`src/rtl/seq_signed_accumulator_pkg.sv`:
```
// ============================================================================
// Module      : seq_signed_accumulator_pkg
// Description : Shared state encoding and saturation-mode constants.
// Revision    : 1.0 - initial release
// ============================================================================
`default_nettype none

package seq_signed_accumulator_pkg;

    localparam logic [1:0] ST_IDLE  = 2'd0;
    localparam logic [1:0] ST_ACCUM = 2'd1;
    localparam logic [1:0] ST_DONE  = 2'd2;

    localparam int SAT_WRAP  = 0;
    localparam int SAT_CLAMP = 1;

    typedef enum logic [1:0] {
        S_IDLE  = ST_IDLE,
        S_ACCUM = ST_ACCUM,
        S_DONE  = ST_DONE
    } state_t;

endpackage

`default_nettype wire

```
`src/rtl/seq_signed_accumulator_adder.sv`:
```
// ============================================================================
// Module      : nbit_signed_adder
// Description : WIDTH-bit two's-complement adder with signed overflow and carry.
// Revision    : 1.0 - initial release
// ============================================================================
`default_nettype none

module nbit_signed_adder #(
    parameter int WIDTH = 4
) (
    input  logic [WIDTH-1:0] a,
    input  logic [WIDTH-1:0] b,
    output logic [WIDTH-1:0] sum,
    output logic             overflow,
    output logic             cout
);

    logic [WIDTH:0] full_w;

    assign full_w   = {1'b0, a} + {1'b0, b};
    assign sum      = full_w[WIDTH-1:0];
    assign cout     = full_w[WIDTH];
    // Signed overflow: like-signed operands producing a differently-signed sum.
    assign overflow = (a[WIDTH-1] == b[WIDTH-1]) && (full_w[WIDTH-1] != a[WIDTH-1]);

endmodule

`default_nettype wire

```
`src/rtl/seq_signed_accumulator.sv`:
```
// ============================================================================
// Module      : seq_signed_accumulator
// Description : Batch accumulator of COUNT signed operands with sticky flags.
// Revision    : 1.0 - initial release
// ============================================================================
`default_nettype none

module seq_signed_accumulator
    import seq_signed_accumulator_pkg::*;
#(
    parameter int WIDTH = 4,
    parameter int COUNT = 4,
    parameter int SAT   = 0
) (
    input  logic             clk,
    input  logic             rst_n,
    input  logic             start,
    input  logic             in_valid,
    input  logic [WIDTH-1:0] in_data,
    output logic             in_ready,
    output logic             out_valid,
    input  logic             out_ready,
    output logic [WIDTH-1:0] result,
    output logic             overflow,
    output logic             cout,
    output logic             busy
);

    localparam int CW = $clog2(COUNT + 1);
    localparam logic [CW-1:0] LAST_IDX = CW'(COUNT - 1);
    localparam logic [WIDTH-1:0] MOST_POS = {1'b0, {(WIDTH-1){1'b1}}};
    localparam logic [WIDTH-1:0] MOST_NEG = {1'b1, {(WIDTH-1){1'b0}}};

    state_t            state_q, state_d;
    logic [WIDTH-1:0]  acc_q;
    logic [CW-1:0]     count_q;
    logic              ovf_q, cout_q;

    logic [WIDTH-1:0]  sum_w, next_acc_w;
    logic              add_ovf_w, add_cout_w, accept_w;

    nbit_signed_adder #(.WIDTH(WIDTH)) u_adder (
        .a        (acc_q),
        .b        (in_data),
        .sum      (sum_w),
        .overflow (add_ovf_w),
        .cout     (add_cout_w)
    );

    generate
        if (SAT == SAT_CLAMP) begin : g_sat_clamp
            assign next_acc_w = !add_ovf_w   ? sum_w    :
                                acc_q[WIDTH-1] ? MOST_NEG : MOST_POS;
        end else begin : g_sat_wrap
            assign next_acc_w = sum_w;
        end
    endgenerate

    assign in_ready  = (state_q == S_ACCUM);
    assign out_valid = (state_q == S_DONE);
    assign busy      = (state_q != S_IDLE);
    assign accept_w  = in_valid && in_ready;

    always_comb begin
        state_d = state_q;
        case (state_q)
            S_IDLE:  if (start) state_d = S_ACCUM;
            S_ACCUM: if (accept_w && (count_q == LAST_IDX)) state_d = S_DONE;
            S_DONE:  if (out_ready) state_d = S_IDLE;
            default: state_d = S_IDLE;
        endcase
    end

    always_ff @(posedge clk or negedge rst_n) begin
        if (!rst_n) begin
            state_q <= S_IDLE;
            acc_q   <= '0;
            count_q <= '0;
            ovf_q   <= 1'b0;
            cout_q  <= 1'b0;
        end else begin
            state_q <= state_d;
            if ((state_q == S_IDLE) && start) begin
                acc_q   <= '0;
                count_q <= '0;
                ovf_q   <= 1'b0;
                cout_q  <= 1'b0;
            end else if (accept_w) begin
                acc_q   <= next_acc_w;
                count_q <= count_q + 1'b1;
                ovf_q   <= ovf_q | add_ovf_w;
                cout_q  <= cout_q | add_cout_w;
            end
        end
    end

    assign result   = acc_q;
    assign overflow = ovf_q;
    assign cout     = cout_q;

endmodule

`default_nettype wire

```
`config.mk`:
```
export PLATFORM = sky130hd
export DESIGN_NAME = seq_signed_accumulator
export DESIGN_NICKNAME = d
export VERILOG_FILES = /design/src/rtl/seq_signed_accumulator_pkg.sv /design/src/rtl/seq_signed_accumulator_adder.sv /design/src/rtl/seq_signed_accumulator.sv
export SDC_FILE = /design/constraint.sdc
export NUM_CORES = 1
export LEC_CHECK = 0
export ABC_AREA = 1
export CORE_AREA = 2 2 46 48
export DETAILED_ROUTE_END_ITERATION = 16
export DIE_AREA = 0 0 48 50
export PLACE_DENSITY = 0.65
export SKIP_CTS_REPAIR_TIMING = 1
export SYNTH_ARGS = -nofsm -noshare
export SYNTH_HDL_FRONTEND = slang
export SYNTH_SLANG_ARGS = --single-unit
```
`constraint.sdc`:
```
create_clock -name clk -period 1.8 [get_ports clk]
set_input_delay 0.27 -clock clk [delete_from_list [all_inputs] [get_ports clk]]
set_output_delay 0.27 -clock clk [all_outputs]
set_load 0.03 [all_outputs]
```
# ---- Word level (Yosys, flattened, before mapping)
# Cells that the tools add are included.
dict set report word_totals {
  ff_bits 11
  input_bits 9
  output_inout_bits 9
  word_cells 37
}
dict set report classes {
  n_addsub 2
  n_eq_ne 8
  n_mux 12
  bitwise_logic 2
  reduce_logical 8
}
# op n
set op_table {}
lappend op_table {{$mux W4} 2}
lappend op_table {{$mux W2} 3}
lappend op_table {{$mux W3} 2}
lappend op_table {{$pmux W2 S3} 1}
lappend op_table {{$add A4 B4 Y5} 1}
lappend op_table {{$logic_and A1 B1 Y1} 4}
lappend op_table {{$mux W1} 4}
lappend op_table {{$ne A2 B1 Y1 const B} 2}
lappend op_table {{$reduce_bool A2 Y1} 2}
lappend op_table {{$add A3 B1 Y3 const B} 1}
lappend op_table {{$eq A3 B2 Y1 const B} 1}
lappend op_table {{$reduce_and A3 Y1} 1}
lappend op_table {{$eq A2 B1 Y1 const B} 1}
lappend op_table {{$eq A2 B2 Y1 const B} 1}
lappend op_table {{$logic_not A2 Y1} 1}
lappend op_table {{$ne A2 B2 Y1 const B} 1}
lappend op_table {{$or A1 B1 Y1} 2}
lappend op_table {{$eq A1 B1 Y1} 1}
lappend op_table {{$ne A1 B1 Y1} 1}

# ---- Logic depth before layout (Yosys ltp)
dict set report logic_depth {
  depth_word 6
  ltp_mapped 7
  mapped_depth_nobuf 7
}

# ---- Modules after synthesis
# From an unflattened synthesis, not the netlist that was laid out.
dict set report hier_totals {
  hier_cells 86
  hier_area_um2 721.9
}
# mod n_inst cells_per_inst area_each_um2 seq_area_each_um2
set by_module_without_submodules {}
lappend by_module_without_submodules {seq_signed_accumulator 1 59 534.3 275.3}
lappend by_module_without_submodules {nbit_signed_adder 1 27 187.7 0.0}

# ---- Worst setup path after synthesis
# OpenSTA, ideal clock, no wires.
dict set report synth_timing {
  path_kind {flip-flop to flip-flop}
  from {register acc_q[0] (netlist: result[0])}
  to {register cout_q (netlist: cout)}
  setup_time_ns 0.118
  arrival_time_ns 1.416
  required_ns 1.682
  path_slack_ns 0.266
  stages_incl_launch_ff 7
  path_buffers 0
  synth_period_minus_slack_ns 1.534
  cell_sequence {dfrtp_1 > ha_1 > fa_1 > nand3_1 > nand2_1 > a21oi_1 > nor2_1}
}
dict set report synth_via {
  elab_chain_len 4
}
# element line_no
set synth_lines {}
lappend synth_lines {{start, declared} seq_signed_accumulator.sv:35} ;# logic [WIDTH-1:0] acc_q;
lappend synth_lines {{start signal, assigned} seq_signed_accumulator.sv:89} ;# acc_q <= next_acc_w;
lappend synth_lines {{$add A4 B4 Y5} seq_signed_accumulator_adder.sv:20} ;# assign full_w = {1'b0, a} + {1'b0, b};
lappend synth_lines {{$or A1 B1 Y1} seq_signed_accumulator.sv:92} ;# cout_q <= cout_q | add_cout_w;
lappend synth_lines {{$mux W1} seq_signed_accumulator.sv:88} ;# end else if (accept_w) begin
lappend synth_lines {{$mux W1} seq_signed_accumulator.sv:83} ;# if ((state_q == S_IDLE) && start) begin
lappend synth_lines {{end signal, assigned} seq_signed_accumulator.sv:92}
lappend synth_lines {{end, declared} seq_signed_accumulator.sv:37} ;# logic ovf_q, cout_q;
# Every way passes these cells. The select of a mux whose other input is x is not followed.
# A chain may end at the register's enable or synchronous reset.

# ---- Worst setup path after layout
dict set report layout_timing {
  from {register acc_q[1] (netlist: result[1])}
  to {output port result[1]}
}
# element line_no
set layout_lines {}
lappend layout_lines {{end, declared} seq_signed_accumulator.sv:23} ;# output logic [WIDTH-1:0] result,
# No word-level cell between the ends.

==> impl_metrics.json <==
{
  "clk_pin_slew_ns": 0.07,
  "dr.first_iter.drc_count": 7,
  "hp-class": "in2async",
  "yosysWarnings": 0,
  "finalSetupViolations": 0,
  "start_util": 0.326,
  "avgRoutedWirePerCell_um": 10.9,
  "r2r_slack_ns": 0.35,
  "layout_common_cells": "14 x clkdlybuf4s50_1, 11 x nand2_1, 11 x dfrtp_1",
  "rr_startpoint": "result[0]",
  "worstSetupStartpoint": "result[1]",
  "synth_area_sq_um": 619,
  "pre_cts_ws_ns": 0.0350,
  "clk_latency_ns": 0.27,
  "cts.sinks": 11,
  "multi_input_area_sq_um": 300,
  "relSlewSlack": 0.657,
  "layout_worst_path_cycle_share": 0.927,
  "synthTopCellsByArea": "dfrtp_1 44%, ha_1 12%, nand2_1 6.7%, inv_1 6.1%, a22o_2 4.8%",
  "nets": 103,
  "whs_ns": 0.332,
  "area_growth_pct": 38.4,
  "clock_path_buffers": 2,
  "fin_skew_ns": 0.000578,
  "die_y_um": 50,
  "fill_cells": 191,
  "antenna_found_initial": 0,
  "ir_worst_vdd_mv": 0.736,
  "critPathCaptureType": "output port",
  "synth.distinct_cells": 20,
  "drv_slew": 0,
  "worst_ep_arrival_time_ns": 1.40,
  "grt_usage": 0.128,
  "grt_overflow": 0,
  "synth_nets": 81,
  "max_freq_ghz": 0.600,
  "syn_inst": 65,
  "drive_gt1_frac": 0.140,
  "final_cell_count_no_fill": 113,
  "setup_tns_ns": 0,
  "ys_seq_area_frac": 0.444,
  "period_needed_ns": 1.67,
  "rsz0062_at_grt": "false",
  "first_pass_iters": 3,
  "grt_pass1_wl_mm": 2.04,
  "crit_path_start_kind": "register",
  "cp_max_fo": 4,
  "drc": 0,
  "path_delay_family": "buffers and inverters",
  "cp_num_buf_inv": 1,
  "io_pins": 18,
  "syn-mean-instance-area_sq_um": 9.53,
  "crit_path_max_incr_delay_ns": 0.70,
  "die_area_sq_um": 2400,
  "drv_cap": 0,
  "yosysTopAreaCell": "dfrtp_1",
  "criticalPathCategory": "reg2out",
  "port_buffers": 17,
  "path_cells": "clkdlybuf4s50_1",
  "crit_end": "result[1]",
  "seq_area_sq_um": 275,
  "r2r-end": "cout",
  "grt_start_max_net_pins": 12,
  "coreArea_sq_um": 1900,
  "power.density_nw_per_um2": 1700,
  "total_power_uw": 1450,
  "place_hpwl_um": 953,
  "drt_wl_total_mm": 1.23,
  "ys_ff_latch": 11,
  "antenna_cells": 0,
  "p_leak_uw": 0.000431,
  "worst_pin_slew_ns": 0.513,
  "grt_pass1_vias": 448,
  "vias_per_cell": 4.47,
  "worstPathRequired_ns": 1.53,
  "cts_buffers": 3,
  "dp.cells": 109,
  "gp_congestion": 0.765,
  "vias": 505,
  "layout_commonest_cell": "clkdlybuf4s50_1",
  "std_cell_rows": 16,
  "htreeDepth": 1,
  "ant_nets": 0,
  "setup_ws_ns": 0.132,
  "ff2ff_path_depth": 6,
  "crit_cells": 1,
  "finalHoldViolCount": 0,
  "tritoncts": "yes",
  "cpMaxStageDelayCell": "clkdlybuf4s50_1",
  "synth_top_area_share": 0.444,
  "status": "completed",
  "die_w_um": 48,
  "cts-root-buf": "clkbuf_4"
}
[per-stage QoR]
step	util	instance area [sq um]
after floorplan	-	619
after global placement	0.433	823
after detailed placement	0.433	823
after CTS	0.447	850
after global routing	0.451	857
final	0.451	857
[cell usage after synthesis]
library cell / count
xnor2_1: 1
a22o_2: 3
nor2_2: 1
a21oi_1: 2
a21oi_2: 1
nand2_4: 1
ha_1: 6
inv_1: 10
nor2_1: 4
o32ai_1: 1
nand4_1: 1
fa_1: 1
nand3_2: 1
dfrtp_1: 11
o21ai_0: 3
nand2_2: 1
inv_4: 1
nand3_1: 3
o22ai_1: 2
nand2_1: 11
[logic make-up (layout without fill, tap and decap cells)]
family                     after synthesis  count (layout)  share of synthesized area
adders and majority gates                7               7                      0.154
buffers and inverters                   11              32                     0.0707
xor gates and xnor gates                 1               1                     0.0141
DFF                                     11              11                      0.444
AOI/OAI and AO/OA                       12              12                      0.137
and+or+nand+nor                         23              23                      0.180
[cell type report]
type / count / share of cell area
Multi-Input combinational cell: 43 / 0.350
Sequential cell: 11 / 0.321
Timing Repair Buffer: 17 / 0.207
Inverter: 11 / 0.0511
Tap cell: 27 / 0.0394
Clock buffer: 4 / 0.0307
[flip-flops by register name, indices dropped and copies added, names as in the netlist]
register,cells
count_q,3
overflow,1
result,4
cout,1
state_q,2
[how the worst min path moves through the flow]
stage | end | cells past startpoint
floorplan | count_q[0] | 0
global placement | count_q[0] | 1
detailed placement | count_q[0] | 1
CTS | result[1] | 1
global route | count_q[0] | 1
finish | result[1] | 1
[where the power goes]
| part | switching [uW] | internal [uW] | total, uW |
|---|---|---|---|
| Combinational | 472 | 364 | 835 |
| Sequential | 87.1 | 355 | 442 |
| Clock | 90.3 | 86.0 | 176 |
[routing by layer]
layer / share of wire / up-vias / track usage / routed length (um)
met3: 0.042 / 5 / 0.0366 / 52
met5: 0 / - / 0 / 0
li1: - / 258 / - / -
met4: 0.039 / 0 / 0.108 / 48
met2: 0.43 / 13 / 0.149 / 526
met1: 0.49 / 229 / 0.182 / 604
(Power assumes the default switching activity.)
==> RTL edit, RTL diff (config.mk and constraints unchanged) <==
The parameter `COUNT` goes from 4 to 8.
--- a/src/rtl/seq_signed_accumulator.sv
+++ b/src/rtl/seq_signed_accumulator.sv
@@ -9,7 +9,7 @@
     import seq_signed_accumulator_pkg::*;
 #(
     parameter int WIDTH = 4,
-    parameter int COUNT = 4,
+    parameter int COUNT = 8,
     parameter int SAT   = 0
 ) (
     input  logic             clk,
Check against the original RTL: not equivalent (Yosys sat finds a counterexample within 10 cycles, from zero or initial values and one cycle with rst_n low).
==> RTL edit against the original RTL <==
Total power increased by 2.7%; area after synthesis is 12% higher; sequential cell count grew 1; worst setup slack improved by 30 ps; sequential power rose by 8.8%; non-clock buffer count did not move; synthesized cell count up 11%; wire length grew 6.6%; critical path depth stayed put; design area is 8.0% higher; highest routed layer unchanged.
==> RTL edit: results (changes against the original RTL) <==
[power] total internal power 0.000824 W [+2.5%]
[global_routing] met1 Use GR 16.6% [-1.6 points]
[placement] Placed Area 896 um2 [+8.8%]
[cells_and_area] nets@finish 109 [+5.8%]
[cells_and_area] clock buffer count in the final layout 3 [-1]
[global_routing] first-pass GRT wire length 2130 um [+4.8%]
[route] met2 WL post-DR 582 um [+11%]
[global_routing] total routing resource utilization after global routing 12.3% [-0.44 points]
[cells_and_area] multi-input gates 49 [+14%]
[global_routing] met3 layer usage reported by global route 6.59% [+2.9 points]
[placement] weighted congestion at the end of routability-driven global placement 0.730 [-4.6%]
[logic_synthesis] compound-cell area share of the yosys netlist 13.7% [about the same]
[logic_synthesis] adder and majority cell fraction of the synthesized area 11.9% [-3.4 points]
[cells_and_area] count of filler cells inserted in the layout 178 [-6.8%]
[logic_synthesis] xor-xnor portion of the synthesized cell area 1.27% [-0.15 points]
[logic_synthesis] Synth Net Count 87 [+7.4%]
[power] leakage power 0.449 nW [+4.1%]
[route] total met3 wirelength after detailed routing 93 um [+79%]
[cells_and_area] Clock-cell share 2.43% [-0.63 points]
[cells_and_area] sequential cell area 300 um2 [+9.1%]
[cells_and_area] Non-Clock Buffer Area Fraction 19.2% [-1.5 points]
[global_routing] met2 Track Usage GR 18.0% [+3.1 points]
[cells_and_area] layout overhead on the synthesized area 33.8%
[timing] relative max-transition margin 62.7% [-3.0 points]
[route] average via count per standard cell 4.68 [+4.7%]
[power] largest vdd supply drop 0.694 mV [-5.8%]
[cells_and_area] ratio of cells with drive above 1 in the final layout 16.3% [+2.4 points]
[placement] DP Worst Slack 44.5 ps [+9.53 ps]
[logic_synthesis] synth warn 0 [unchanged]
[global_routing] maximum number of pins on one net before global-route repair 13 [+1]
[global_routing] vias in the first global route 516 [+15%]
[route] detailed-route via count 557 [+10%]
[logic_synthesis] synthesized netlist cell count 72 [+11%]
[route] routed metal-1 wire length 629 um [+4.1%]
[cells_and_area] total area of multi-input combinational cells 350 um2 [+17%]
[placement] Detail Placement HPWL 1010 um [+5.6%]
[cells_and_area] cell area after layout 926 um2 [+8.0%]
[cells_and_area] number of buffers outside the clock class in the layout 17 [unchanged]
[outcome] status complete, no violations
[logic_synthesis] Post-synth top cells dfrtp_1 (12), nand2_1 (11), inv_1 (8)
[route] count of routing violations after the opening detailed-route iteration 6 [-1]
[timing] Fin Clk Skew 3.11 ps [+2.54 ps]
[route] number of detailed-routing iterations run before antenna repair 4 [+1]
RTL edit: changes by cell type in the layout (fill, tap and decap cells not counted), sizes merged:
cell / change
o21ai: +1
dfrtp: +1
clkbuf: -1
nand3: +2
o22ai: -2
o211ai: +1
nor3: +1
o31ai: +1
nand2: +1
a21oi: +3
ha: -1
o32ai: -1
RTL edit: worst paths after layout:
path                       startpoint    endpoint  slack, ps
setup reg to reg            result[0]        cout        350
hold / removal                  rst_n    overflow        360
setup / recovery            result[1]   result[1]        160
hold reg to reg            count_q[3]  count_q[3]        470
min in group clk           count_q[3]  count_q[3]        470
max in group asynchronous       rst_n  count_q[1]       1070
RTL edit: power by group through the flow:
stage	clock, W	sequential (W)	combinational [W]
after global placement	0	0.000482	0.000858
after detailed placement	0	0.000485	0.000864
after floorplan	0	0.000601	0.000469
final	0.000156	0.000481	0.000856
after global routing	0.000184	0.000497	0.000941
after CTS	0.000168	0.000480	0.000871
